`config.mk`:
```
export PLATFORM = sky130hd
export DESIGN_NAME = alu
export DESIGN_NICKNAME = d
export VERILOG_FILES = /design/src/rtl/alu_pkg.sv /design/src/rtl/alu_shifter.sv /design/src/rtl/alu.sv
export SDC_FILE = /design/constraint.sdc
export NUM_CORES = 1
export LEC_CHECK = 0
export CAP_MARGIN = 30
export CORE_MARGIN = 2
export CORE_UTILIZATION = 45
export CTS_CLUSTER_DIAMETER = 120
export DETAILED_ROUTE_END_ITERATION = 10
export DONT_BUFFER_PORTS = 1
export PLACE_DENSITY = 0.59
export SLEW_MARGIN = 20
export SYNTH_ARGS = -nofsm -noshare
export SYNTH_HDL_FRONTEND = slang
export SYNTH_SLANG_ARGS = --single-unit
export TNS_END_PERCENT = 30
```
`constraint.sdc`:
```
create_clock -name clk -period 0.8 [get_ports clk]
set_input_delay 0.16 -clock clk [delete_from_list [all_inputs] [get_ports clk]]
set_output_delay 0.16 -clock clk [all_outputs]
set_load 0.01 [all_outputs]
```
`src/rtl/alu_pkg.sv`:
```
// Shared operation codes and shifter mode for the MIPS-style ALU.
package alu_pkg;

    localparam logic [3:0] ALU_ADDU = 4'b0000;
    localparam logic [3:0] ALU_SUBU = 4'b0001;
    localparam logic [3:0] ALU_ADD  = 4'b0010;
    localparam logic [3:0] ALU_SUB  = 4'b0011;
    localparam logic [3:0] ALU_AND  = 4'b0100;
    localparam logic [3:0] ALU_OR   = 4'b0101;
    localparam logic [3:0] ALU_XOR  = 4'b0110;
    localparam logic [3:0] ALU_NOR  = 4'b0111;
    localparam logic [3:0] ALU_LUI  = 4'b1000;
    localparam logic [3:0] ALU_SLTU = 4'b1010;
    localparam logic [3:0] ALU_SLT  = 4'b1011;
    localparam logic [3:0] ALU_SRA  = 4'b1100;
    localparam logic [3:0] ALU_SRL  = 4'b1101;
    localparam logic [3:0] ALU_SLL  = 4'b1110;

    typedef enum logic [1:0] {
        SH_SRA = 2'b00,
        SH_SRL = 2'b01,
        SH_SLL = 2'b10
    } shift_op_t;

endpackage

```
`src/rtl/alu_shifter.sv`:
```
// Combinational barrel shifter returning the shifted value and the last bit shifted out.
module alu_shifter
    import alu_pkg::*;
#(
    parameter int WIDTH = 32
) (
    input  logic [WIDTH-1:0]         value,
    input  logic [$clog2(WIDTH)-1:0] amount,
    input  shift_op_t                op,
    output logic [WIDTH-1:0]         result,
    output logic                     carry
);

    logic [WIDTH:0] right_ext;
    logic [WIDTH:0] left_ext;

    // A guard bit beside the value catches the last bit shifted out; amount 0 leaves it at 0.
    always_comb begin
        right_ext = '0;
        left_ext  = '0;
        result    = '0;
        carry     = 1'b0;
        case (op)
            SH_SRA: begin
                right_ext = $signed({value, 1'b0}) >>> amount;
                result    = right_ext[WIDTH:1];
                carry     = right_ext[0];
            end
            SH_SRL: begin
                right_ext = {value, 1'b0} >> amount;
                result    = right_ext[WIDTH:1];
                carry     = right_ext[0];
            end
            default: begin
                left_ext = {1'b0, value} << amount;
                result   = left_ext[WIDTH-1:0];
                carry    = left_ext[WIDTH];
            end
        endcase
    end

endmodule

```
`src/rtl/alu.sv`:
```
// MIPS-style integer ALU with registered result and flags (one-cycle latency).
// Optional feature macro: ALU_STICKY_OVF_EN adds the ovf_sticky output.
module alu
    import alu_pkg::*;
#(
    parameter int WIDTH = 32
) (
    input  logic             clk,
    input  logic             rst_n,
    input  logic [WIDTH-1:0] a,
    input  logic [WIDTH-1:0] b,
    input  logic [3:0]       aluc,
    output logic [WIDTH-1:0] r,
    output logic             zero,
    output logic             carry,
    output logic             negative,
    output logic             overflow
`ifdef ALU_STICKY_OVF_EN
    ,
    output logic             ovf_sticky
`endif
);

    logic             sub_op;
    logic [WIDTH:0]   sum;
    logic             add_ovf;
    logic             sub_ovf;
    logic             lt_u;
    logic             lt_s;
    shift_op_t        shift_op;
    logic [WIDTH-1:0] shift_result;
    logic             shift_carry;
    logic [WIDTH-1:0] r_next;
    logic             zero_next;
    logic             carry_next;
    logic             negative_next;
    logic             overflow_next;

    // SLT/SLTU reuse the subtractor: carry-out gives unsigned compare, sign^overflow gives signed.
    assign sub_op  = (aluc[3:2] == 2'b00) ? aluc[0] : 1'b1;
    assign sum     = {1'b0, a} + {1'b0, b ^ {WIDTH{sub_op}}} + {{WIDTH{1'b0}}, sub_op};
    assign add_ovf = (a[WIDTH-1] == b[WIDTH-1]) && (sum[WIDTH-1] != a[WIDTH-1]);
    assign sub_ovf = (a[WIDTH-1] != b[WIDTH-1]) && (sum[WIDTH-1] != a[WIDTH-1]);
    assign lt_u    = ~sum[WIDTH];
    assign lt_s    = sum[WIDTH-1] ^ sub_ovf;

    assign shift_op = aluc[1] ? SH_SLL : (aluc[0] ? SH_SRL : SH_SRA);

    alu_shifter #(
        .WIDTH (WIDTH)
    ) u_shifter (
        .value  (b),
        .amount (a[$clog2(WIDTH)-1:0]),
        .op     (shift_op),
        .result (shift_result),
        .carry  (shift_carry)
    );

    always_comb begin
        r_next        = '0;
        carry_next    = 1'b0;
        overflow_next = 1'b0;
        case (aluc)
            ALU_ADDU: begin
                r_next     = sum[WIDTH-1:0];
                carry_next = sum[WIDTH];
            end
            ALU_ADD: begin
                r_next        = sum[WIDTH-1:0];
                overflow_next = add_ovf;
            end
            ALU_SUBU: begin
                r_next     = sum[WIDTH-1:0];
                carry_next = lt_u;
            end
            ALU_SUB: begin
                r_next        = sum[WIDTH-1:0];
                overflow_next = sub_ovf;
            end
            ALU_AND: r_next = a & b;
            ALU_OR:  r_next = a | b;
            ALU_XOR: r_next = a ^ b;
            ALU_NOR: r_next = ~(a | b);
            ALU_LUI, ALU_LUI | 4'b0001: r_next = {b[15:0], {(WIDTH-16){1'b0}}};
            ALU_SLTU: begin
                r_next     = {{(WIDTH-1){1'b0}}, lt_u};
                carry_next = lt_u;
            end
            ALU_SLT: r_next = {{(WIDTH-1){1'b0}}, lt_s};
            ALU_SRA, ALU_SRL, ALU_SLL, ALU_SLL | 4'b0001: begin
                r_next     = shift_result;
                carry_next = shift_carry;
            end
            default: r_next = '0;
        endcase
        zero_next     = ((aluc == ALU_SLT) || (aluc == ALU_SLTU)) ? (a == b) : (r_next == '0);
        negative_next = (aluc == ALU_SLT) ? lt_s : r_next[WIDTH-1];
    end

    always_ff @(posedge clk or negedge rst_n) begin
        if (!rst_n) begin
            r        <= '0;
            zero     <= 1'b0;
            carry    <= 1'b0;
            negative <= 1'b0;
            overflow <= 1'b0;
        end else begin
            r        <= r_next;
            zero     <= zero_next;
            carry    <= carry_next;
            negative <= negative_next;
            overflow <= overflow_next;
        end
    end

`ifdef ALU_STICKY_OVF_EN
    // Set in the same cycle the registered overflow rises; only reset clears it.
    always_ff @(posedge clk or negedge rst_n) begin
        if (!rst_n) begin
            ovf_sticky <= 1'b0;
        end else begin
            ovf_sticky <= ovf_sticky | overflow_next;
        end
    end
`endif

endmodule

```
==> out/results.ini, run 1 <==
[logic_synthesis]
synth_top_family_by_area=compound AO/OA/AOI/OAI gates
synth_top_area_frac=0.112
syn-cell-area_mm2=0.0107
synth_seq_cells=36
synth_xor_area_frac=0.0637
syn_inst=1423
yosysMostFrequentCell=nand2_1
synthTopCellsByCount=nand2_1, a21oi_1, ha_1
synth_top_cell_by_area=ha_1
synth-main-ff-cell=dfrtp_1
seq_area_frac_synth=0.0840
synth_async_sr_flop_share=1.00
synth_nets=1590
synthAdderAreaFrac=0.114
synth_area_leaders=ha_1, dfrtp_1, mux4_2
synth_compound_area_frac=0.287
yosys.area_share.simple=0.174
syn_area_per_cell_um2=7.54
synth_edf_count=0
synth.mux.area_fraction=0.189
synth_cell_types=81
yosys_warnings=0

[clock_network]
htree_levels=2
cts_tree=done
clock-sinks=36
cts_buffers=5
cts_max_path_buffers=2
cts_root_buf=clkbuf_16
path_clk_slew_ns=0.05

[min_path]
hp-class=in2async

[finish]
drive_gt1_frac=0.370
areaGrowthSynthToFinish_pct=39.3
nets=1911
postLayoutCellArea_mm2=0.0149
antenna_cells=0

[place]
dpl-instance-area_mm2=0.0139
port-buffer-count=0
globalplace.congestion=1.09
dpl.hpwl_um=43300

[route]
first_iter_violations=2034
dr_total_vias=13600
avgRoutedWirePerCell_um=27.5
antenna_left=0
dr.pass1.iters=6
drc=0
postRouteWirelength_um=56700
viasPerCell=6.59

[grt]
gr-total-overflow=0
antenna_found_initial=0
top_usage_layer=met2
grt_max_degree=112
grt_pass1_vias=12500
grt_pass1_wl_um=80200
grtUsageMet3=0.116
grt_use_met1=0.604
grt_usage=0.434
grtUsageMet2=0.646

[worst_setup_path]
critical-path-top-delay-family=simple AND/OR/NAND/NOR gates
critPathArrivalTime_ns=3.78
crit_buf_inv=2
worstPathMaxFanout=18
cp_slowest_cell=or4b_4
max_stage_delay_ns=0.50
required_ns=1.02
critPathLaunchType=input pin
cp-end-kind=flip-flop
crit_chain=nor3_4 > buf_4 > clkbuf_16 > xnor2_1 > ha_1 > a21oi_1 > o21ai_1 > or2_2 > a31oi_1 > xor2_1 > o221ai_2 > nor4_2 > or4b_4 > or4_4 > nor2_2 > or2_1
worstSetupPathType=in2reg

[die]
rows=56
fp.dieH_um=158
top_level_ports=106
core_mm2=0.0235
dieArea_mm2=0.0251
start_util=0.457
die_x_um=158

[timing]
max_freq_ghz=0.281
final-hold-violation-count=36
slew_headroom=0.396
period_share=4.45
finalSetupViolCount=72
fin_ws_ns=-2.76
slew_viol_final=0
fin_hold_ws_ns=-0.432
rsz0062_at_grt=true
fin_crit_ns=3.56
worst_pin_slew_ns=0.900

[power]
vdd_drop_max_uv=924
p_leak_nw=6.70
swShare=0.421
pwr-share-clk=0.128
seqPwrFrac=0.149
finalPower_mw=15.7
switchingPower_mw=6.62
powerDensity_mw_per_mm2=1050
power.internal_mw=9.09
pwr-share-comb=0.723

[status]
violations=hold timing, setup timing
status=finished with violations

[job]
maxCapViolations=0

[how the worst max path moves through the flow]
stage	from	to	slack (ns)	cells after the start
final	aluc[3]	zero$_DFF_PN0_	-2.76	16
after global routing	aluc[3]	zero$_DFF_PN0_	-2.87	16
after CTS	aluc[2]	zero$_DFF_PN0_	-2.61	14
after detailed placement	aluc[2]	zero$_DFF_PN0_	-3.04	18
after global placement	aluc[2]	zero$_DFF_PN0_	-3.00	18
after floorplan	aluc[0]	zero$_DFF_PN0_	-3.34	19
[power groups by stage]
stage | combinational, mW | sequential, mW | clock (mW)
floorplan | 5.90 | 2.33 | 0
global placement | 9.90 | 2.38 | 0
detailed placement | 9.95 | 2.38 | 0
CTS | 10.3 | 2.35 | 2.01
global route | 12.0 | 2.38 | 2.09
finish | 11.4 | 2.34 | 2.01
[area by class of cell]
class	instances	area, um2
Timing Repair Buffer	457	3560
Inverter	77	289
Sequential cell	36	901
Fill cell	2149	8520
Multi-Input combinational cell	1167	9650
Clock buffer	7	153
Tap cell	319	399
[cell usage in the layout, fill, tap and decap left out, types with 39 or more instances in the layout]
master,netlist,layout
nor2_1,86,82
mux4_2,39,39
a21oi_1,100,83
nand2_1,128,126
buf_4,8,443
inv_1,75,75
o21ai_0,93,81
mux2i_1,87,85
xnor2_1,60,49
ha_1,96,85
[kinds of logic (layout without fill, tap and decap cells)]
kind of cell / after synthesis / count (layout)
AO/OA/AOI/OAI: 457 / 457
AND/OR/NAND/NOR: 388 / 388
buffers and inverters: 220 / 541
multiplexers: 147 / 147
adder cells (fa/ha/maj): 97 / 97
XOR/XNOR: 78 / 78
flip-flops: 36 / 36
[flip-flops by register name (all words and copies together) (netlist names)]
signal	flops
negative	1
carry	1
overflow	1
zero	1
r	32
[timing repair]
| item | CTS | global route |
|---|---|---|
| endpoints found under the hold margin | 36 | 36 |
| setup endpoints to repair | 72 | 72 |
| cloned | 0 | 3 |
| gates resized for setup | 48 | 81 |
| pin swaps | 12 | 42 |
| setup buffers | 2 | 17 |
[metal layers]
layer / part of all wire / vias to the layer above
met5: 0 / -
met4: 0.043 / 0
met3: 0.13 / 163
li1: - / 5967
met1: 0.41 / 6500
met2: 0.42 / 956
[metrics by stage]
| stage | util | TNS (ns) | worst slack, ns | cells | hold WS, ns |
|---|---|---|---|---|---|
| 3_5_place_dp | 0.592 | -72.95 | -3.04 | 2033 | -0.135 |
| 4_1_cts | 0.609 | -60.82 | -2.61 | 2042 | -0.433 |
| 2_1_floorplan | - | -80.28 | -3.34 | 1423 | -0.136 |
| 5_1_grt | 0.637 | -69.19 | -2.87 | 2063 | -0.441 |
| 6_report | 0.637 | -65.46 | -2.76 | 2063 | -0.432 |
| 3_3_place_gp | 0.592 | -71.34 | -3.00 | 2033 | -0.135 |
Note: power is estimated with default switching activity, not from simulation.
==> run 2, diff against run 1 <==
--- a/config.mk
+++ b/config.mk
@@ -11,8 +11,9 @@
 export CTS_CLUSTER_DIAMETER = 120
 export DETAILED_ROUTE_END_ITERATION = 10
 export DONT_BUFFER_PORTS = 1
+export MAX_ROUTING_LAYER = met4
 export PLACE_DENSITY = 0.59
-export SLEW_MARGIN = 20
+export SLEW_MARGIN = 10
 export SYNTH_ARGS = -nofsm -noshare
 export SYNTH_HDL_FRONTEND = slang
 export SYNTH_SLANG_ARGS = --single-unit
==> out/results.ini, run 2 (synthesis results as in run 1) <==
[clock_network]
cts_max_path_buffers=2  ; unchanged
path_clk_slew_ns=0.06  ; was 0.05 ns
clock-sinks=36  ; unchanged
cts_buffers=5  ; unchanged
cts_root_buf=clkbuf_16  ; unchanged
cts_tree=done  ; unchanged
htree_levels=2  ; unchanged

[finish]
areaGrowthSynthToFinish_pct=45.2  ; was 39.3%
nets=1929  ; was 1911
final_common_cell=buf_4  ; unchanged
final_util=0.664  ; was 0.637
regMostFlops=r  ; unchanged
layout_common_cells=buf_4, nand2_1, mux2i_1, ha_1  ; was buf_4, nand2_1, mux2i_1, ha_1, a21oi_1
largest_register_ffs=32  ; unchanged
drive_gt1_frac=0.402  ; was 0.370

[timing]
period_share=4.52  ; was 4.45
slew_headroom=0.389  ; was 0.396
finalSetupViolCount=72  ; unchanged
timing.setup.tns_ns=-64.52  ; was -65.46 ns
final-hold-violation-count=36  ; unchanged
fin_crit_ns=3.61  ; was 3.56 ns
fin_ws_ns=-2.81  ; was -2.76 ns
worst_pin_slew_ns=0.893  ; was 0.900 ns
slew_viol_final=0  ; unchanged
fin_hold_ws_ns=-0.427  ; was -0.432 ns
rsz0062_at_grt=true  ; unchanged
max_freq_ghz=0.277  ; was 0.281 GHz

[min_path]
hp-class=in2async  ; unchanged

[power]
vdd_drop_max_uv=971  ; was 924 uV
p_leak_nw=6.92  ; was 6.70 nW
powerDensity_mw_per_mm2=1100  ; was 1050 mW/mm2

[grt]
antenna_found_initial=3  ; was 0
grt_max_degree=112  ; unchanged
gr-total-overflow=0  ; unchanged
grt_pass1_wl_um=83200  ; was 80200 um
grt_pass1_vias=12800  ; was 12500
grt_usage=0.464  ; was 0.434

[die]
fp.dieH_um=158  ; unchanged
start_util=0.457  ; unchanged
rows=56  ; unchanged
dieArea_mm2=0.0251  ; unchanged
core_mm2=0.0235  ; unchanged
top_level_ports=106  ; unchanged
die_x_um=158  ; unchanged

[worst_setup_path]
critPathArrivalTime_ns=3.84  ; was 3.78 ns
required_ns=1.02  ; about the same
cp-end-kind=flip-flop  ; unchanged
critPathLaunchType=input pin  ; unchanged
worstPathMaxFanout=18  ; unchanged
worstSetupPathType=in2reg  ; unchanged

[place]
dpl.hpwl_um=44000  ; was 43300 um
pre_cts_ws_ns=-3.13  ; was -3.04 ns
globalplace.congestion=1.09  ; about the same
port-buffer-count=0  ; unchanged

[route]
avgRoutedWirePerCell_um=28.0  ; was 27.5 um
drc=0  ; unchanged
viasPerCell=6.64  ; was 6.59
first_iter_violations=1949  ; was 2034
dr.pass1.iters=7  ; was 6
antenna_left=0  ; unchanged
dr_total_vias=13800  ; was 13600
postRouteWirelength_um=58400  ; was 56700 um

[status]
status=finished with violations  ; unchanged
violations=hold timing, setup timing  ; unchanged

[job]
maxCapViolations=0  ; unchanged

-- run 2: changes by cell type in the layout (fill, tap and decap cells not counted), sizes merged --
cell / delta
buf: +21
clkbuf: -2
dlymetal6s2s: -1
bufinv: +1
diode: +2
-- run 2: repair_timing --
action	4_1_cts	5_1_grt
hold endpoints to repair	36	36
gates cloned	2	0
resized for setup	125	96
buffers inserted	25	18
pin swaps	41	65
setup endpoints to repair	72	72
-- run 2: final cells by class --
type	instances	area [um2]
Multi-Input combinational cell	1167	10000
Fill cell	2003	7900
Timing Repair Buffer	475	3770
Sequential cell	36	901
Tap cell	319	399
Inverter	77	289
Clock buffer	7	153
Clock inverter	1	30.0
Antenna cell	2	5.00
-- run 2: through the flow --
step                power [mW]  area (um2)  std cells
finish                    17.1       15600       2084
CTS                       15.9       15000       2068
global placement          12.4       13900       2034
floorplan                 8.23       11000       1423
detailed placement        12.5       13900       2034
global route              17.8       15600       2084
-- run 2: worst paths after layout --
check                         from                 end  slack (ns)  depth (start not counted)
max                        aluc[3]      zero$_DFF_PN0_       -2.81                         18
max in group asynchronous    rst_n     r[31]$_DFF_PN0_        1.14                          0
min                          rst_n      zero$_DFF_PN0_       -0.43                          0
min in group clk             a[31]  overflow$_DFF_PN0_        0.06                          2
-- run 2: routing by layer --
layer | part of all wire | vias to the layer above | GRT usage | wire length, um
met5 | 0 | - | - | 0
met4 | 0.046 | 0 | 0.141 | 2680
met3 | 0.12 | 180 | 0.116 | 7060
met2 | 0.43 | 991 | 0.680 | 24800
met1 | 0.41 | 6666 | 0.629 | 23800
li1 | - | 6009 | - | -
-- run 2: where the power goes --
part	total, mW	leakage (nW)	internal [mW]	switching, mW
logic	12.4	6.39	6.21	6.14
registers	2.34	0.449	2.09	0.243
clock network	2.38	0.0901	1.64	0.743
total	17.1	6.92	9.94	7.13
-- run 2: worst max-delay path: stages --
cell and delay, ns:
nor3_4 0.21, buf_6 0.15, buf_16 0.13, xnor2_2 0.07, ha_1 0.31, buf_6 0.10, o211ai_1 0.11, o211ai_1 0.31
nand2_1 0.12, o211ai_1 0.20, buf_4 0.19, xnor2_2 0.12, a2bb2oi_2 0.09, nor4_2 0.32, or4b_4 0.51, or4_4 0.50
nor2_2 0.10, or2_1 0.10
